`src/rtl/addsub_pkg.sv`:
```
// Shared definitions for the nibble-serial add/subtract controller.
// Contents: controller state encoding, op encoding, nibble width and the
// sign-bit overflow helper used when the last nibble retires.
package addsub_pkg;

   typedef enum logic [1:0] {
      ST_IDLE = 2'd0,
      ST_RUN  = 2'd1,
      ST_DONE = 2'd2
   } state_t;

   localparam logic OP_ADD = 1'b0;
   localparam logic OP_SUB = 1'b1;
   localparam int   NIB_W  = 4;

   // Two's-complement overflow from sign bits only: add overflows when the
   // operand signs agree, subtract when they differ, and in both cases the
   // result sign departs from A's sign.
   function automatic logic signed_ovf(input logic op,
                                       input logic a_msb,
                                       input logic b_msb,
                                       input logic sum_msb);
      logic sign_cond;
      if (op == OP_SUB) begin
         sign_cond = (a_msb != b_msb);
      end else begin
         sign_cond = (a_msb == b_msb);
      end
      return sign_cond && (sum_msb != a_msb);
   endfunction

endpackage

```
`src/rtl/adder4sub.sv`:
```
// 4-bit adder/subtractor: s = a + (b xor {4{m}}) + c_in.
// Ports:
//   a, b   : 4-bit operands
//   m      : 1 inverts b (subtract when c_in is also 1)
//   c_in   : carry in
//   s      : 4-bit sum
//   c_out  : carry out of bit 3
module adder4sub
   import addsub_pkg::*;
(
   input  logic [NIB_W-1:0] a,
   input  logic [NIB_W-1:0] b,
   input  logic             m,
   input  logic             c_in,
   output logic [NIB_W-1:0] s,
   output logic             c_out
);

   logic [NIB_W:0] total_s;

   // One extra bit captures the carry out of the top sum bit.
   assign total_s = {1'b0, a} + {1'b0, b ^ {NIB_W{m}}} + {{NIB_W{1'b0}}, c_in};
   assign s       = total_s[NIB_W-1:0];
   assign c_out   = total_s[NIB_W];

endmodule

```
`src/rtl/addsub_seq_ctrl.sv`:
```
// Nibble-serial W-bit add/subtract controller built around one adder4sub.
// One nibble is processed per clock, LSB first, with the carry registered
// between nibbles.
// Ports:
//   clk, rst               : clock, asynchronous active-high reset
//   req_valid/req_ready    : request handshake; req_op (0 add, 1 sub),
//                            req_a, req_b sampled on the accept edge
//   rsp_valid/rsp_ready    : response handshake
//   rsp_sum, rsp_cout,     : result modulo 2^W, final carry (1 = no borrow
//   rsp_ovf                  on subtract), signed overflow
module addsub_seq_ctrl
   import addsub_pkg::*;
#(
   parameter int NIBBLES = 2,
   localparam int W      = NIB_W * NIBBLES
)(
   input  logic         clk,
   input  logic         rst,
   input  logic         req_valid,
   output logic         req_ready,
   input  logic         req_op,
   input  logic [W-1:0] req_a,
   input  logic [W-1:0] req_b,
   output logic         rsp_valid,
   input  logic         rsp_ready,
   output logic [W-1:0] rsp_sum,
   output logic         rsp_cout,
   output logic         rsp_ovf
);

   localparam int IDX_W = (NIBBLES > 1) ? $clog2(NIBBLES) : 1;
   localparam logic [IDX_W-1:0] IDX_LAST = IDX_W'(NIBBLES - 1);

   state_t           state_r;
   logic [W-1:0]     a_r;
   logic [W-1:0]     b_r;
   logic             op_r;
   logic [IDX_W-1:0] idx_r;
   logic             carry_r;
   logic [W-1:0]     result_r;

   logic [NIB_W-1:0] nib_a_s;
   logic [NIB_W-1:0] nib_b_s;
   logic             c_in_s;
   logic [NIB_W-1:0] nib_s_s;
   logic             c_out_s;
   logic [W-1:0]     result_next_s;

   // Select the current operand nibbles and the carry into this nibble;
   // nibble 0 takes op so subtract becomes a + ~b + 1.
   always_comb begin
      nib_a_s = a_r[idx_r*NIB_W +: NIB_W];
      nib_b_s = b_r[idx_r*NIB_W +: NIB_W];
      if (idx_r == {IDX_W{1'b0}}) begin
         c_in_s = op_r;
      end else begin
         c_in_s = carry_r;
      end
   end

   adder4sub u_adder (
      .a     (nib_a_s),
      .b     (nib_b_s),
      .m     (op_r),
      .c_in  (c_in_s),
      .s     (nib_s_s),
      .c_out (c_out_s)
   );

   // Result with the nibble being computed this cycle merged in, so the
   // DONE entry edge can publish the complete sum in one step.
   always_comb begin
      result_next_s = result_r;
      result_next_s[idx_r*NIB_W +: NIB_W] = nib_s_s;
   end

   // Controller FSM with all handshake and response outputs registered.
   always_ff @(posedge clk or posedge rst) begin
      if (rst) begin
         state_r   <= ST_IDLE;
         a_r       <= {W{1'b0}};
         b_r       <= {W{1'b0}};
         op_r      <= OP_ADD;
         idx_r     <= {IDX_W{1'b0}};
         carry_r   <= 1'b0;
         result_r  <= {W{1'b0}};
         req_ready <= 1'b1;
         rsp_valid <= 1'b0;
         rsp_sum   <= {W{1'b0}};
         rsp_cout  <= 1'b0;
         rsp_ovf   <= 1'b0;
      end else begin
         case (state_r)
            ST_IDLE: begin
               if (req_valid && req_ready) begin
                  a_r       <= req_a;
                  b_r       <= req_b;
                  op_r      <= req_op;
                  idx_r     <= {IDX_W{1'b0}};
                  carry_r   <= 1'b0;
                  result_r  <= {W{1'b0}};
                  req_ready <= 1'b0;
                  state_r   <= ST_RUN;
               end
            end
            ST_RUN: begin
               result_r <= result_next_s;
               carry_r  <= c_out_s;
               if (idx_r == IDX_LAST) begin
                  rsp_sum   <= result_next_s;
                  rsp_cout  <= c_out_s;
                  rsp_ovf   <= signed_ovf(op_r, a_r[W-1], b_r[W-1], result_next_s[W-1]);
                  rsp_valid <= 1'b1;
                  state_r   <= ST_DONE;
               end else begin
                  idx_r <= idx_r + IDX_W'(1);
               end
            end
            ST_DONE: begin
               // Response outputs stay untouched here; only valid drops.
               if (rsp_ready) begin
                  rsp_valid <= 1'b0;
                  req_ready <= 1'b1;
                  state_r   <= ST_IDLE;
               end
            end
            default: begin
               rsp_valid <= 1'b0;
               req_ready <= 1'b1;
               state_r   <= ST_IDLE;
            end
         endcase
      end
   end

endmodule

```
`config.mk`:
```
export PLATFORM = sky130hd
export DESIGN_NAME = addsub_seq_ctrl
export DESIGN_NICKNAME = d
export VERILOG_FILES = /design/src/rtl/addsub_pkg.sv /design/src/rtl/adder4sub.sv /design/src/rtl/addsub_seq_ctrl.sv
export SDC_FILE = /design/constraint.sdc
export NUM_CORES = 1
export LEC_CHECK = 0
export CAP_MARGIN = 15
export CORE_MARGIN = 5
export CORE_UTILIZATION = 50
export DETAILED_ROUTE_END_ITERATION = 10
export PLACE_DENSITY = 0.87
export SLEW_MARGIN = 40
export SYNTH_ARGS = -nofsm -noshare
export SYNTH_HDL_FRONTEND = slang
export SYNTH_SLANG_ARGS = --single-unit
```
`constraint.sdc`:
```
create_clock -name clk -period 4.9 [get_ports clk]
set_input_delay 0.98 -clock clk [delete_from_list [all_inputs] [get_ports clk]]
set_output_delay 0.98 -clock clk [all_outputs]
set_load 0.01 [all_outputs]
```
Word-level counts from Yosys, hierarchy flattened

Index checks and enable logic that the tools add are counted.

$add $sub $neg: 4
$mul: 0
Div/mod/pow operators: 0
Order comparisons: 0
Equal/unequal tests: 8
Shift-type cells: 4
Multiplexer cells: 20
Bitwise logic cells: 3
Reductions and logical operators: 10

Operators by type and width:

| kind                                                                    | number |
|---|---|
| 3-bit negation with 34-bit output                                       | 1 |
| 4-bit by 34-bit variable shift with 8-bit output (first input constant) | 1 |
| 4-bit by 34-bit indexed part select with 8-bit output                   | 1 |
| 8-bit one-hot mux with 2 select lines                                   | 1 |
| 8-bit by 4-bit indexed part select with 4-bit output                    | 2 |
| 1-bit two-way mux                                                       | 9 |
| 3-bit AND reduction                                                     | 3 |
| 8-bit bitwise mux                                                       | 1 |
| 8-bit two-way mux                                                       | 1 |
| 2-bit two-way mux                                                       | 3 |
| 2-bit inequality test (second input constant)                           | 3 |
| 1-bit one-hot mux with 3 select lines                                   | 2 |
| 2-bit one-hot mux with 3 select lines                                   | 1 |
| 2-bit AND reduction                                                     | 3 |
| 4-bit by 4-bit adder with 5-bit output                                  | 1 |
| 5-bit by 1-bit adder with 5-bit output                                  | 1 |
| 1-bit one-hot mux with 2 select lines                                   | 2 |
| 4-bit bitwise XOR                                                       | 1 |
| 2-bit by 1-bit == test with 1-bit output (second input constant)        | 1 |
| 2-bit == test (second input constant)                                   | 1 |
| 1-bit logical AND                                                       | 2 |
| 2-bit logical NOT                                                       | 1 |
| 1-bit inequality test                                                   | 2 |
| 1-bit NOT                                                               | 2 |
| 3 further kinds                                                         | 3 |

Bits in registers: 41
Latch bits: 0
RAM bits: 0
Bits in read-only memories: 0
Word-level logic and storage cells: 61
Memories: 0

Longest topological paths before layout

Depth in word-level cells: 8
Depth in mapped cells: 10
Mapped depth without buffers: 8

Cells and area by module

From an unflattened synthesis, not the netlist that was laid out.

Cells, all modules: 146
Area total of the unflattened synthesis: 1799.2 um2

Modules (own cells, without submodules):

| module          | times used | cells each | area an instance (um2) | seq. area each (um2) |
|---|---|---|---|---|
| addsub_seq_ctrl | 1          | 127        | 1624.1                 | 927.1 |
| adder4sub       | 1          | 19         | 175.2                  | 0.0 |

Worst setup path before layout

Ideal clock, no wire load.

Path kind: reg-to-reg
From: register idx_r
To: register rsp_ovf
Setup time: 0.076 ns
Data arrival time: 2.241 ns
Data required time: 4.824 ns
Path slack: 2.584 ns
Stages on the path, launching flop included: 10
Clock period less this slack: 2.316 ns
Path through: dfrtp_1 -> buf_2 -> buf_2 -> mux2_2 -> ha_1 -> a21oi_1 -> nand2_1 -> xor2_1 -> mux2_2 -> o21ai_2

Cells in the longest elaborated chain, start to end: 8
Elaborated cells between the ends (all ways): 13

RTL lines:

| item                                                  | line                   | RTL |
|---|---|---|
| from (decl)                                           | addsub_seq_ctrl.sv:38  | `logic [IDX_W-1:0] idx_r;` |
| from (signal assigned)                                | addsub_seq_ctrl.sv:84  | `idx_r <= {IDX_W{1'b0}};` |
| from (signal assigned)                                | addsub_seq_ctrl.sv:99  | `idx_r <= {IDX_W{1'b0}};` |
| from (signal assigned)                                | addsub_seq_ctrl.sv:116 | `idx_r <= idx_r + IDX_W'(1);` |
| 8-bit by 4-bit indexed part select with 4-bit output  | addsub_seq_ctrl.sv:53  | `nib_b_s = b_r[idx_r*NIB_W +: NIB_W];` |
| 4-bit bitwise XOR                                     | adder4sub.sv:22        | `assign total_s = {1'b0, a} + {1'b0, b ^ {NIB_W{m}}} + {{NIB_W{1'b0}}, c_in};` |
| 4-bit by 4-bit adder with 5-bit output                | adder4sub.sv:22        |  |
| 5-bit by 1-bit adder with 5-bit output                | adder4sub.sv:22        |  |
| 4-bit by 34-bit indexed part select with 8-bit output | addsub_seq_ctrl.sv:74  | `result_next_s[idx_r*NIB_W +: NIB_W] = nib_s_s;` |
| 8-bit bitwise mux                                     | addsub_seq_ctrl.sv:74  |  |
| 1-bit inequality test                                 | addsub_pkg.sv:29       | `return sign_cond && (sum_msb != a_msb);` |
| 1-bit logical AND                                     | addsub_pkg.sv:29       |  |
| to (signal assigned)                                  | addsub_seq_ctrl.sv:112 | `rsp_ovf <= signed_ovf(op_r, a_r[W-1], b_r[W-1], result_next_s[W-1]);` |
| to (decl)                                             | addsub_seq_ctrl.sv:28  | `output logic rsp_ovf` |

Parallel ways exist; a longest one is shown, timed or not.
A chain may end at the register's enable or synchronous reset.

Final worst setup path

Same ends and word-level chain as after synthesis.

==> out/metrics.yaml <==
yosys:
  ys_warn_count: 0
  avgSynthCellArea_um2: 12.1
  syn-instance-count: 145
  synth_area_leaders: "dfrtp_1 51%, mux2_4 8.5%, nand2_1 5.8%"
  yosysSeqAreaShare: 0.527
  synth_area_mm2: 0.00176
  yosysTopAreaCellShare: 0.512
  syn-num-nets: 171
  ys_types: 30
  yosysTopAreaCell: "dfrtp_1"
  synth_seq_cells: 37
clocking:
  clock_latency_ps: 340
  cts_buffers: 5
  root_buffer: "clkbuf_4"
  cts_tree: "done"
  postCtsSetupBuffers: 0
  clk_path_buf_depth: 2
  h-tree-depth: 2
  cts_hold_buf: 0
  cts_resized: 0
  path_clk_slew_ps: 110
  cts_sinks: 37
critical_path:
  cp_slowest_cell: "dfrtp_1"
  worst_setup_path_end_kind: "register"
  critical_path.max_fanout: 16
  crit_chain: "mux2i_1 > xor2_1 > fa_1 > nand3b_1 > nand2_1 > xor2_1 > mux2_2 > o21ai_2"
  worstSetupPathType: "reg2reg"
  startpoint_type: "register"
  crit_arrival_ps: 2950
  cp.required_ps: 5170
  rrSetupSlack_ps: 2220
  crit_top_cell: "xor2_1"
  path_delay_family: "flip-flops"
  worst-path-buf-inv: 0
  critPathMaxStageDelay_ps: 750
timing:
  skew_ps: 2.07
  period_share: 0.547
  finalSetupViolCount: 0
  hold_violations: 0
  maxSlewViolCount: 0
  worst_slack_ps: 2220
  grt_setup_unrepaired: "no"
  slew_headroom: 0.587
  final.setup.tns_ps: 0
  worst_pin_slew_ps: 619
  fmax_mhz: 373
  min_period_ps: 2680
status:
  outcome: "finished, final reports clean"
pwr:
  leakagePower_uw: 0.00104
  powerDensity_mw_per_mm2: 574
  peakVddDrop_mv: 0.289
drt:
  avgViaCountPerCell: 5.15
  met2_length_mm: 1.64
  detail_route.first_pass.iterations: 4
  top_layer_used: "met4"
  wl_met1_mm: 1.37
  antenna_left: 0
  post_drt_wl_per_cell_um: 14.3
  met3WireLength_um: 161
  num_vias: 1163
  wl_mm: 3.23
  drc: 0
  drt-initial-drc-count: 57
placed_design:
  dpl-instance-area_mm2: 0.00210
  portBuffers: 32
  dpl_worst_slack_ps: 2230
  gp_congestion: 0.822
  hpwlAfterDp_mm: 2.45
layout:
  layout_commonest_cell: "dfrtp_1"
  layout.nets: 205
  fin_util: 0.640
  drive_gt1_frac: 0.150
  mostFrequentLayoutCells: "36 x dfrtp_1, 32 x clkdlybuf4s50_1, 27 x nand2_1"
  diodes: 0
  area_growth_pct: 22.2
  finalInstanceArea_mm2: 0.00215
min_path:
  hp-class: "reg2reg"
grt:
  antenna_found_initial: 0
  track_usage: 0.146
  grt-ovfl-total: 0
  grt_max_degree: 38
  grt_pass1_vias: 1297
  grt_pass1_wl_mm: 5.64
floorplan:
  die_area_mm2: 0.00481
  die_w_um: 69.3
  initial_utilization: 0.523
  die_y_um: 69.3
  pin_count: 33
  fp-row-count: 21
  core_area_mm2: 0.00336
run:
  cap_violations: 0
[cell usage after synthesis (all sizes together)]
cell type  count
fa             2
o22ai          1
o21ai          6
a22o           2
ha             3
a21oi          4
nand3          2
mux2i          6
buf            6
xor2           2
dfrtp         36
mux2          20
xnor2          5
inv            6
nand3b         1
and4bb         1
or2            1
dfstp          1
nand2b         1
nand2         27
o31ai          3
nor2           6
a21o           2
o22a           1
[layout make-up]
class	count	area, um2
Timing Repair Buffer	33	328
Sequential cell	37	927
Multi-Input combinational cell	96	766
Clock buffer	6	41.3
Tap cell	46	57.6
Inverter	6	22.5
Fill cell	291	1210
Clock inverter	2	10.0
[flip-flops by register name (all words and copies together) (netlist names)]
register	flops
op_r	1
rsp_cout	1
idx_r	1
rsp_ovf	1
req_ready	1
state_r	2
b_r	8
carry_r	1
rsp_valid	1
rsp_sum	8
a_r	8
result_r	4
[logic make-up (layout without fill, tap and decap cells)]
group           count (synthesis)  after routing  synth area share
flops                          37             37             0.527
xor+xnor                        7              7            0.0348
mux                            26             26             0.183
fa+ha+maj                       5              5            0.0441
buf+inv                        12             47            0.0384
simple gates                   39             39             0.102
compound gates                 19             19            0.0704
[worst paths after layout]
kind,end,cells after the start,from
max,rsp_ovf,8,idx_r
max in group asynchronous,req_ready,3,rst
min reg2reg,rsp_sum[0],2,result_r[0]
min in group asynchronous,rsp_sum[1],3,rst
max reg2reg,rsp_ovf,8,idx_r
min,rsp_sum[0],2,result_r[0]
[routing by layer]
metal | vias up | track usage
li1 | 557 | -
met1 | 567 | 0.164
met2 | 33 | 0.255
met3 | 6 | 0.0420
met4 | 0 | 0.0651
met5 | - | 0
[power by group]
group / switching [uW] / internal (uW) / total (uW)
Sequential: 91.3 / 414 / 506
Combinational: 261 / 316 / 576
Clock: 98.5 / 54.7 / 153
Total: 450 / 785 / 1240
[per-stage QoR]
step | hold slack [ps] | std cells | power, uW
global placement | 455 | 218 | 1060
detailed placement | 469 | 218 | 1100
finish | 491 | 226 | 1240
floorplan | 439 | 145 | 918
global route | 519 | 226 | 1330
CTS | 496 | 226 | 1250
[worst min-delay path, stage by stage (launching register included)]
cell     delay (ps)
dfrtp_1         360
nand2_1          60
nand2_1          50
Note: power is estimated with default switching activity, not from simulation.
